## src/rtl/lsu_pkg.sv

```systemverilog
// Shared types for the load/store alignment unit.
//   size_e     : access size encoding carried on req_size
//   state_e    : sequencing states of lsu_align
//   size_bytes : number of bytes covered by an access size
package lsu_pkg;

  typedef enum logic [1:0] {
    SZ_B = 2'd0,
    SZ_H = 2'd1,
    SZ_W = 2'd2,
    SZ_D = 2'd3
  } size_e;

  typedef enum logic [1:0] {
    IDLE  = 2'd0,
    BEAT1 = 2'd1,
    BEAT2 = 2'd2,
    RESP  = 2'd3
  } state_e;

  function automatic int unsigned size_bytes(input size_e sz);
    return 32'd1 << sz;
  endfunction

endpackage

```

## src/rtl/lsu_lane_align.sv

```systemverilog
// Combinational lane steering for lsu_align, shared by both bus beats.
// Ports:
//   size, off          access size and byte offset within the bus word
//   unsigned_ld        zero-extend load data when set
//   wdata              right-justified store data
//   rdata_lo/rdata_hi  first / second beat read data (hi is 0 for one beat)
//   be_lo/be_hi        byte enables for the first / second beat
//   wdata_lo/wdata_hi  lane-positioned store data for each beat
//   rdata              merged, extended load data
module lsu_lane_align
  import lsu_pkg::*;
#(
  parameter int unsigned XLEN = 32,
  localparam int unsigned NBYTES = XLEN / 8,
  localparam int unsigned OW = $clog2(NBYTES)
) (
  input  size_e             size,
  input  logic [OW-1:0]     off,
  input  logic              unsigned_ld,
  input  logic [XLEN-1:0]   wdata,
  input  logic [XLEN-1:0]   rdata_lo,
  input  logic [XLEN-1:0]   rdata_hi,
  output logic [NBYTES-1:0] be_lo,
  output logic [NBYTES-1:0] be_hi,
  output logic [XLEN-1:0]   wdata_lo,
  output logic [XLEN-1:0]   wdata_hi,
  output logic [XLEN-1:0]   rdata
);

  logic [2*NBYTES-1:0] be_full;
  logic [2*XLEN-1:0]   wd_full;
  logic [XLEN-1:0]     lanes;
  logic [XLEN-1:0]     keep;
  logic                sign;
  int unsigned         nb;

  // Both beats are handled as one double-width window: the upper half of
  // the shifted enables/data is exactly what the second beat needs.
  always_comb begin
    nb = size_bytes(size);
    if (nb > NBYTES) nb = NBYTES;
    be_full = (2*NBYTES)'((32'd1 << nb) - 32'd1) << off;
    wd_full = {{XLEN{1'b0}}, wdata} << {off, 3'b000};
    lanes   = XLEN'({rdata_hi, rdata_lo} >> {off, 3'b000});
    keep    = '0;
    for (int unsigned i = 0; i < NBYTES; i++) begin
      if (i < nb) keep[8*i +: 8] = 8'hFF;
    end
    // keep & ~(keep >> 1) isolates the most significant kept bit
    sign  = !unsigned_ld && |(lanes & keep & ~(keep >> 1));
    rdata = sign ? (lanes | ~keep) : (lanes & keep);
  end

  assign be_lo    = be_full[NBYTES-1:0];
  assign be_hi    = be_full[2*NBYTES-1:NBYTES];
  assign wdata_lo = wd_full[XLEN-1:0];
  assign wdata_hi = wd_full[2*XLEN-1:XLEN];

endmodule

```

## src/rtl/lsu_align.sv

```systemverilog
// Load/store unit between the MEM stage and the data-memory bus.
// Generates byte enables and lane-shifted store data, merges and extends
// load data, and stalls the pipeline through a req/ack handshake.
// Optional macro LSU_MISALIGN_SPLIT_EN: split misaligned accesses into two
// aligned beats; without it any misaligned access responds with rsp_err.
// Ports:
//   clk, reset                          clock, synchronous active-high reset
//   req_valid/req_ready                 request handshake from MEM stage
//   req_write/req_size/req_unsigned     access type
//   req_addr/req_wdata                  byte address, right-justified data
//   rsp_valid/rsp_rdata/rsp_err         one-cycle completion pulse + result
//   mem_req/mem_we/mem_addr/mem_be/mem_wdata  bus beat, held until mem_ack
//   mem_ack/mem_rdata                   bus completion and read data
module lsu_align
  import lsu_pkg::*;
#(
  parameter int unsigned XLEN = 32,
  parameter int unsigned AW   = 32
) (
  input  logic              clk,
  input  logic              reset,
  input  logic              req_valid,
  output logic              req_ready,
  input  logic              req_write,
  input  logic [1:0]        req_size,
  input  logic              req_unsigned,
  input  logic [AW-1:0]     req_addr,
  input  logic [XLEN-1:0]   req_wdata,
  output logic              rsp_valid,
  output logic [XLEN-1:0]   rsp_rdata,
  output logic              rsp_err,
  output logic              mem_req,
  output logic              mem_we,
  output logic [AW-1:0]     mem_addr,
  output logic [XLEN/8-1:0] mem_be,
  output logic [XLEN-1:0]   mem_wdata,
  input  logic              mem_ack,
  input  logic [XLEN-1:0]   mem_rdata
);

  localparam int unsigned NBYTES = XLEN / 8;
  localparam int unsigned OW     = $clog2(NBYTES);

  state_e            state, state_nx;
  logic              r_write, r_unsigned;
  size_e             r_size;
  logic [AW-1:0]     r_addr;
  logic [XLEN-1:0]   r_wdata, r_beat1;
  size_e             sz_in;
  logic              accept, bad_size, acc_err, done;
  logic [AW-1:0]     base_addr;
  logic [NBYTES-1:0] be_lo, be_hi;
  logic [XLEN-1:0]   wd_lo, wd_hi, rd_lo, rd_hi, rd_ext;

  assign sz_in     = size_e'(req_size);
  assign req_ready = (state == IDLE);
  assign accept    = req_valid && req_ready;
  assign bad_size  = (sz_in == SZ_D) && (XLEN == 32);

`ifdef LSU_MISALIGN_SPLIT_EN
  logic crosses;
  assign acc_err = bad_size;
  assign crosses = (32'(r_addr[OW-1:0]) + size_bytes(r_size)) > NBYTES;
`else
  logic misaligned;
  assign misaligned = (req_addr & AW'(size_bytes(sz_in) - 32'd1)) != '0;
  assign acc_err    = bad_size || misaligned;
`endif

  assign base_addr = {r_addr[AW-1:OW], {OW{1'b0}}};

  // Second beat reuses the lane unit with the first beat's data parked low.
  assign rd_lo = (state == BEAT2) ? r_beat1 : mem_rdata;
  assign rd_hi = (state == BEAT2) ? mem_rdata : '0;

  lsu_lane_align #(.XLEN(XLEN)) u_lane (
    .size        (r_size),
    .off         (r_addr[OW-1:0]),
    .unsigned_ld (r_unsigned),
    .wdata       (r_wdata),
    .rdata_lo    (rd_lo),
    .rdata_hi    (rd_hi),
    .be_lo       (be_lo),
    .be_hi       (be_hi),
    .wdata_lo    (wd_lo),
    .wdata_hi    (wd_hi),
    .rdata       (rd_ext)
  );

  always_comb begin
    state_nx = state;
    case (state)
      IDLE:  if (accept) state_nx = acc_err ? RESP : BEAT1;
      BEAT1: if (mem_ack) begin
`ifdef LSU_MISALIGN_SPLIT_EN
        state_nx = crosses ? BEAT2 : RESP;
`else
        state_nx = RESP;
`endif
      end
`ifdef LSU_MISALIGN_SPLIT_EN
      BEAT2: if (mem_ack) state_nx = RESP;
`endif
      RESP:    state_nx = IDLE;
      default: state_nx = IDLE;
    endcase
  end

  always_comb begin
    mem_req   = 1'b0;
    mem_we    = 1'b0;
    mem_addr  = '0;
    mem_be    = '0;
    mem_wdata = '0;
    case (state)
      BEAT1: begin
        mem_req   = 1'b1;
        mem_we    = r_write;
        mem_addr  = base_addr;
        mem_be    = be_lo;
        mem_wdata = wd_lo;
      end
      BEAT2: begin
        mem_req   = 1'b1;
        mem_we    = r_write;
        mem_addr  = base_addr + AW'(NBYTES);
        mem_be    = be_hi;
        mem_wdata = wd_hi;
      end
      default: ;
    endcase
  end

  assign done = ((state == BEAT1) || (state == BEAT2)) && mem_ack
                && (state_nx == RESP);

  always_ff @(posedge clk) begin
    if (reset) begin
      state      <= IDLE;
      r_write    <= 1'b0;
      r_unsigned <= 1'b0;
      r_size     <= SZ_B;
      r_addr     <= '0;
      r_wdata    <= '0;
      r_beat1    <= '0;
      rsp_valid  <= 1'b0;
      rsp_rdata  <= '0;
      rsp_err    <= 1'b0;
    end else begin
      state     <= state_nx;
      rsp_valid <= (state_nx == RESP);
      if (accept) begin
        r_write    <= req_write;
        r_unsigned <= req_unsigned;
        r_size     <= sz_in;
        r_addr     <= req_addr;
        r_wdata    <= req_wdata;
        if (acc_err) begin
          rsp_err   <= 1'b1;
          rsp_rdata <= '0;
        end
      end
      if ((state == BEAT1) && mem_ack) r_beat1 <= mem_rdata;
      if (done) begin
        rsp_err   <= 1'b0;
        rsp_rdata <= r_write ? '0 : rd_ext;
      end
    end
  end

endmodule

```

## config.mk

```make
export PLATFORM = sky130hd
export DESIGN_NAME = lsu_align
export DESIGN_NICKNAME = d
export VERILOG_FILES = /design/src/rtl/lsu_pkg.sv /design/src/rtl/lsu_lane_align.sv /design/src/rtl/lsu_align.sv
export SDC_FILE = /design/constraint.sdc
export NUM_CORES = 1
export LEC_CHECK = 0
export ABC_AREA = 1
export CORE_MARGIN = 2
export CORE_UTILIZATION = 45
export CTS_CLUSTER_SIZE = 25
export DETAILED_ROUTE_END_ITERATION = 7
export PLACE_DENSITY = 0.73
export SLEW_MARGIN = 20
export SYNTH_ARGS = -nofsm -noshare
export SYNTH_HDL_FRONTEND = slang
export SYNTH_SLANG_ARGS = --single-unit
```

## constraint.sdc

```tcl
create_clock -name clk -period 2.3 [get_ports clk]
set_input_delay 0.345 -clock clk [delete_from_list [all_inputs] [get_ports clk]]
set_output_delay 0.345 -clock clk [all_outputs]
set_load 0.02 [all_outputs]
```

Word level (Yosys, flattened, before mapping). Cells that the tools add are included.

Bitwise gates (word level): 6. Eq/ne operators: 4. Shift operators: 6. $add $sub $neg: 3. Muxes and demuxes: 21. Order comparisons: 5. Reductions and logical operators: 17.

Operators with widths (number): $mux W32 (8); $pmux W32 S2 (2); $and A32 B32 Y32 (3); $lt A1 B32 Y1 const A (2); $lt A2 B32 Y1 const A (2); $shl A1 B2 Y32 const A (2); $shl A32 B5 Y64 (1); $shr A64 B5 Y32 (1); $add A32 B3 Y32 const B (1); $gt A32 B3 Y1 const B (1); $mux W8 (4); $not A31 Y32 (1); $not A32 Y32 (1); $or A32 B32 Y32 (1); $reduce_bool A32 Y1 (1); $reduce_or A32 Y1 (1); $shl A1 B32 Y8 const A (1); $sub A32 B1 Y32 const B (1); $pmux W4 S2 (1); $shl A8 B2 Y8 (1); $sub A8 B1 Y8 const B (1); $eq A2 B2 Y1 const B (3); $mux W2 (3); $logic_and A1 B1 Y1 (5); other kinds (9) (14).

Output and inout port bits: 105. Word-level logic and storage cells: 72. Bits in registers: 136.

Logic depth before layout (Yosys ltp).
Depth after elaboration: 12. Mapped depth: 16.

Hierarchy. A second synthesis with hierarchy kept.

Cell total of the unflattened synthesis: 1657. Area, all modules: 9673.0 um^2.

Modules (own cells, without submodules): lsu_align (instances 1, cells each 1258, area each 7780.0 um^2, seq. area each 2722.6 um^2); lsu_lane_align (instances 1, cells each 399, area each 1893.1 um^2, seq. area each 0.0 um^2).

Worst setup path after synthesis. No wires, ideal clock.

Path type: register to output. Start: register state[1]. End: output port mem_wdata[28]. Data required time: 1.955 ns. Path buffers: 1. Slack: -0.039 ns. Data arrival time: 1.994 ns. Stages on the path, launching flop included: 8. Cell sequence: dfxtp_1 > inv_1 > ha_1 > nand2_1 > clkinv_1 > clkbuf_1 > o21ai_0 > a31oi_1.

Longest elaborated chain between the ends: 2. Elaborated cells on any way between the ends: 3.

RTL lines: start, declared (RTL line lsu_align.sv:44) `state_e state, state_nx;`; start signal, assigned (RTL line lsu_align.sv:150) `state <= state_nx;`; $eq A2 B2 Y1 or $eq A2 B1 Y1 (tied branches) (RTL line lsu_align.sv:115) `case (state)`; $pmux W32 S2 * (RTL line lsu_align.sv:115); end, declared (RTL line lsu_align.sv:36) `output logic [XLEN-1:0] mem_wdata,`.

Every way passes the cells marked *; elsewhere a longest branch is shown, timed or not.

Final worst setup path.
Start: register r_addr[2]. End: output port mem_addr[19].

Longest elaborated chain between the ends: 2.

RTL lines: start, declared (RTL line lsu_align.sv:47) `logic [AW-1:0] r_addr;`; start signal, assigned (RTL line lsu_align.sv:156) `r_addr <= req_addr;`; $add A32 B3 Y32 (RTL line lsu_align.sv:126) `mem_addr = base_addr + AW'(NBYTES);`; $pmux W32 S2 (RTL line lsu_align.sv:115); end, declared (RTL line lsu_align.sv:34) `output logic [AW-1:0] mem_addr,`.

Every way passes these cells.

==> results.md <==
* Final setup viols at 29
* Clk buf depth at 2
* Die Ht at 147 um
* Core area at 20200 um2
* GR Util met1 at 43.3%
* Vias in the first global route at 10300
* Chip width at 147 um
* Clock Skew at 0.0102 ns
* Worst min-delay path category: in -> reg
* Fin crit share at 116%
* Final Hold Fails at 0
* Slew HR at 64.7%
* # hold bufs at CTS at 0
* R2r worst-path depth at 15
* Most frequent cell after synthesis: nand2_1
* GR Util met3 at 5.25%
* Setup ws final at -0.364 ns
* CP Launch Type: register
* Dpl hpwl at 23600 um
* Met2 Track Usage GR at 49.1%
* Inserted Clock Buffers at 17
* Clock slew at reported path FFs at 0.06 ns
* Total GRT Usage at 30.8%
* Root buffer cell: clkbuf_16
* Inserted Diodes at 0
* Syn. warnings at 0
* Post-synthesis cell area at 9220 um2
* R2R Path Start: state[1]$_SDFF_PP0_
* Via Count at 11357
* MaxCap Viol Count at 0
* RSZ-0062 raised after global routing: true
* Sequential area share after synthesis at 29.5%
* Port Buffers at 206
* Tmin final at 2.66 ns
* Post-synth EDFFs at 0
* Antenna violations before repair at 0
* Synth unique cells at 50
* Initial core utilization at 45.7%
* Crit path max fanout at 3
* Worst EP arrival at 2.32 ns
* Cell taking the most area after synthesis: dfxtp_1
* Layout overhead on the synthesized area at 52.2%
* Remaining DRCs at 0
* Clock Latency Late Sink at 0.44 ns
* Critical Path End: mem_addr[19]
* Power Density at 695 nW/um2
* RePlAce Congestion at 0.927
* GRT Residual Overflow at 0
* Yosys top cell area share at 29.5%
* Ys async rst share at 0%
* First-pass GRT wire length at 53800 um
* Antenna-violating nets left at 0
* Final Util at 69.5%
* FF-to-FF setup slack at 0.06 ns
* Rows at 52
* Fin nets at 1871
* # clock sinks at 136
* Ratio of cells with drive above 1 in the final layout at 30.7%
* Pre-antenna DRT Iters at 7
* Leakage at 5.85 nW
* Slew @ Worst Pin at 0.530 ns
* 1st-iter DRT viols at 1218
* Detail-routed net length per standard cell at 17.6 um
* Die area at 21600 um2
* Crit path kind: reg -> out
* Syn avg cell area at 6.35 um2
* Most frequent cells after synthesis: nand2_1, nor2_1, o21ai_0
* Req. time, crit path at 1.96 ns
* Crit path from: r_addr[2]$_SDFFE_PP0P_
* Post-synthesis cell count at 1451
* Synth Register Bits at 136
* Final max-slew violation count at 0
* Worst-case vdd ir drop at 0.581 mV
* CTS tree: done
* Critical R2R Capture: rsp_rdata[27]$_SDFFE_PP0P_
* Failing checks: negative setup slack
* Largest net degree at the start of global routing at 85
* Vias per inst at 5.57
* Main synth FF type: dfxtp_1
* Grt peak-use layer: met2
* Final wirelength at 35900 um
* Fmax at 375 MHz
* Filler Cell Count at 1642
* Status: complete, but fails checks
* # IOs at 209
* Placed instance area at 12300 um2
* H-tree Lvls at 4
* Endpoint class of the critical path: output port
* Non-Filler Cell Area, Final at 14000 um2
* Top cells by area, synth: dfxtp_1, nand2_1, o21ai_0, nor2_1, a21oi_1
[routing by layer]
| metal | share of wire, % | wire length, um |
|---|---|---|
| met1 | 43 | 15500 |
| met2 | 47 | 16800 |
| met3 | 7.2 | 2600 |
| met4 | 2.9 | 1050 |
| met5 | 0 | 0 |
[where the power goes]
group | internal (mW) | total (mW) | switching, mW
registers | 2.63 | 2.88 | 0.246
logic | 1.62 | 4.10 | 2.48
clock network | 1.60 | 2.77 | 1.16
[per-stage QoR]
| stage | cells | setup slack, ns | setup TNS, ns | hold WS, ns | power (mW) |
|---|---|---|---|---|---|
| 5_1_grt | 2040 | -0.437 | -8.34 | 0.381 | 10.2 |
| 3_5_place_dp | 1972 | -0.271 | -13.83 | 0.469 | 6.25 |
| 4_1_cts | 2022 | -0.259 | -2.28 | 0.354 | 9.24 |
| 2_1_floorplan | 1452 | 0.0244 | 0 | 0.440 | 4.89 |
| 6_report | 2040 | -0.364 | -5.12 | 0.362 | 9.75 |
| 3_3_place_gp | 1972 | -0.219 | -11.24 | 0.462 | 6.22 |
[cell usage in the layout, fill, tap and decap left out, types with 37 or more instances in the layout]
cell type        Yosys  routed
nand2_1            359     327
o21ai_1             57      59
inv_1               86      70
a21oi_1            103      92
nor2_1             182     169
a21oi_2             29      40
nand3_1             57      48
dfxtp_1            136     115
o21ai_0            148     129
nand3_2             31      37
buf_4                9     162
buf_6                4      47
clkdlybuf4s50_1      0     137
[timing repair]
item                                    CTS  global route
gates resized for setup                 404           215
pin swaps                                25            59
buffers inserted                         17            20
endpoints found under the setup margin  100            96
cloned                                    2             2
[critical path: stages (launching register included)]
cell and delay (ns):
dfxtp_4 0.37, buf_6 0.11, nand2_4 0.04, nor2_4 0.13, nand3_4 0.12, nor3_4 0.27
nand4_1 0.20, buf_4 0.21, nor2_4 0.09, a21oi_2 0.06, o21ai_1 0.14, buf_4 0.16
[kinds of logic after synthesis]
family	share of synthesized area, %
and+or+nand+nor	33.8
AOI/OAI and AO/OA	24.8
buffers and inverters	10.3
DFF	29.5
adders and majority gates	1.22
xor gates and xnor gates	0.285
other	0.0407
[worst min path at each step]
stage | start | end | slack, ns | cells past startpoint
after detailed placement | r_wdata[13]$_SDFFE_PP0P_ | r_wdata[13]$_SDFFE_PP0P_ | 0.47 | 2
after global placement | r_beat1[31]$_SDFFE_PP0P_ | r_beat1[31]$_SDFFE_PP0P_ | 0.46 | 2
after CTS | reset | r_addr[3]$_SDFFE_PP0P_ | 0.35 | 4
after global routing | reset | r_addr[3]$_SDFFE_PP0P_ | 0.38 | 4
after floorplan | r_wdata[20]$_SDFFE_PP0P_ | r_wdata[20]$_SDFFE_PP0P_ | 0.44 | 2
final | reset | r_addr[3]$_SDFFE_PP0P_ | 0.36 | 4
[registers in the layout (all words and copies together) (netlist names)]
register	flops
r_addr	32
rsp_rdata	32
r_wdata	32
r_beat1	32
rsp_err	1
r_unsigned	1
state	2
r_write	1
r_size	2
rsp_valid	1
[area by class of cell]
class | instances | area (um2) | area share [%]
Tap cell | 270 | 338 | 2.41
Clock inverter | 13 | 148 | 1.05
Clock buffer | 18 | 429 | 3.06
Timing Repair Buffer | 385 | 3590 | 25.6
Sequential cell | 136 | 2760 | 19.7
Multi-Input combinational cell | 1114 | 6320 | 45.1
Inverter | 104 | 433 | 3.09
No activity file was read; power rests on OpenSTA's default activity.
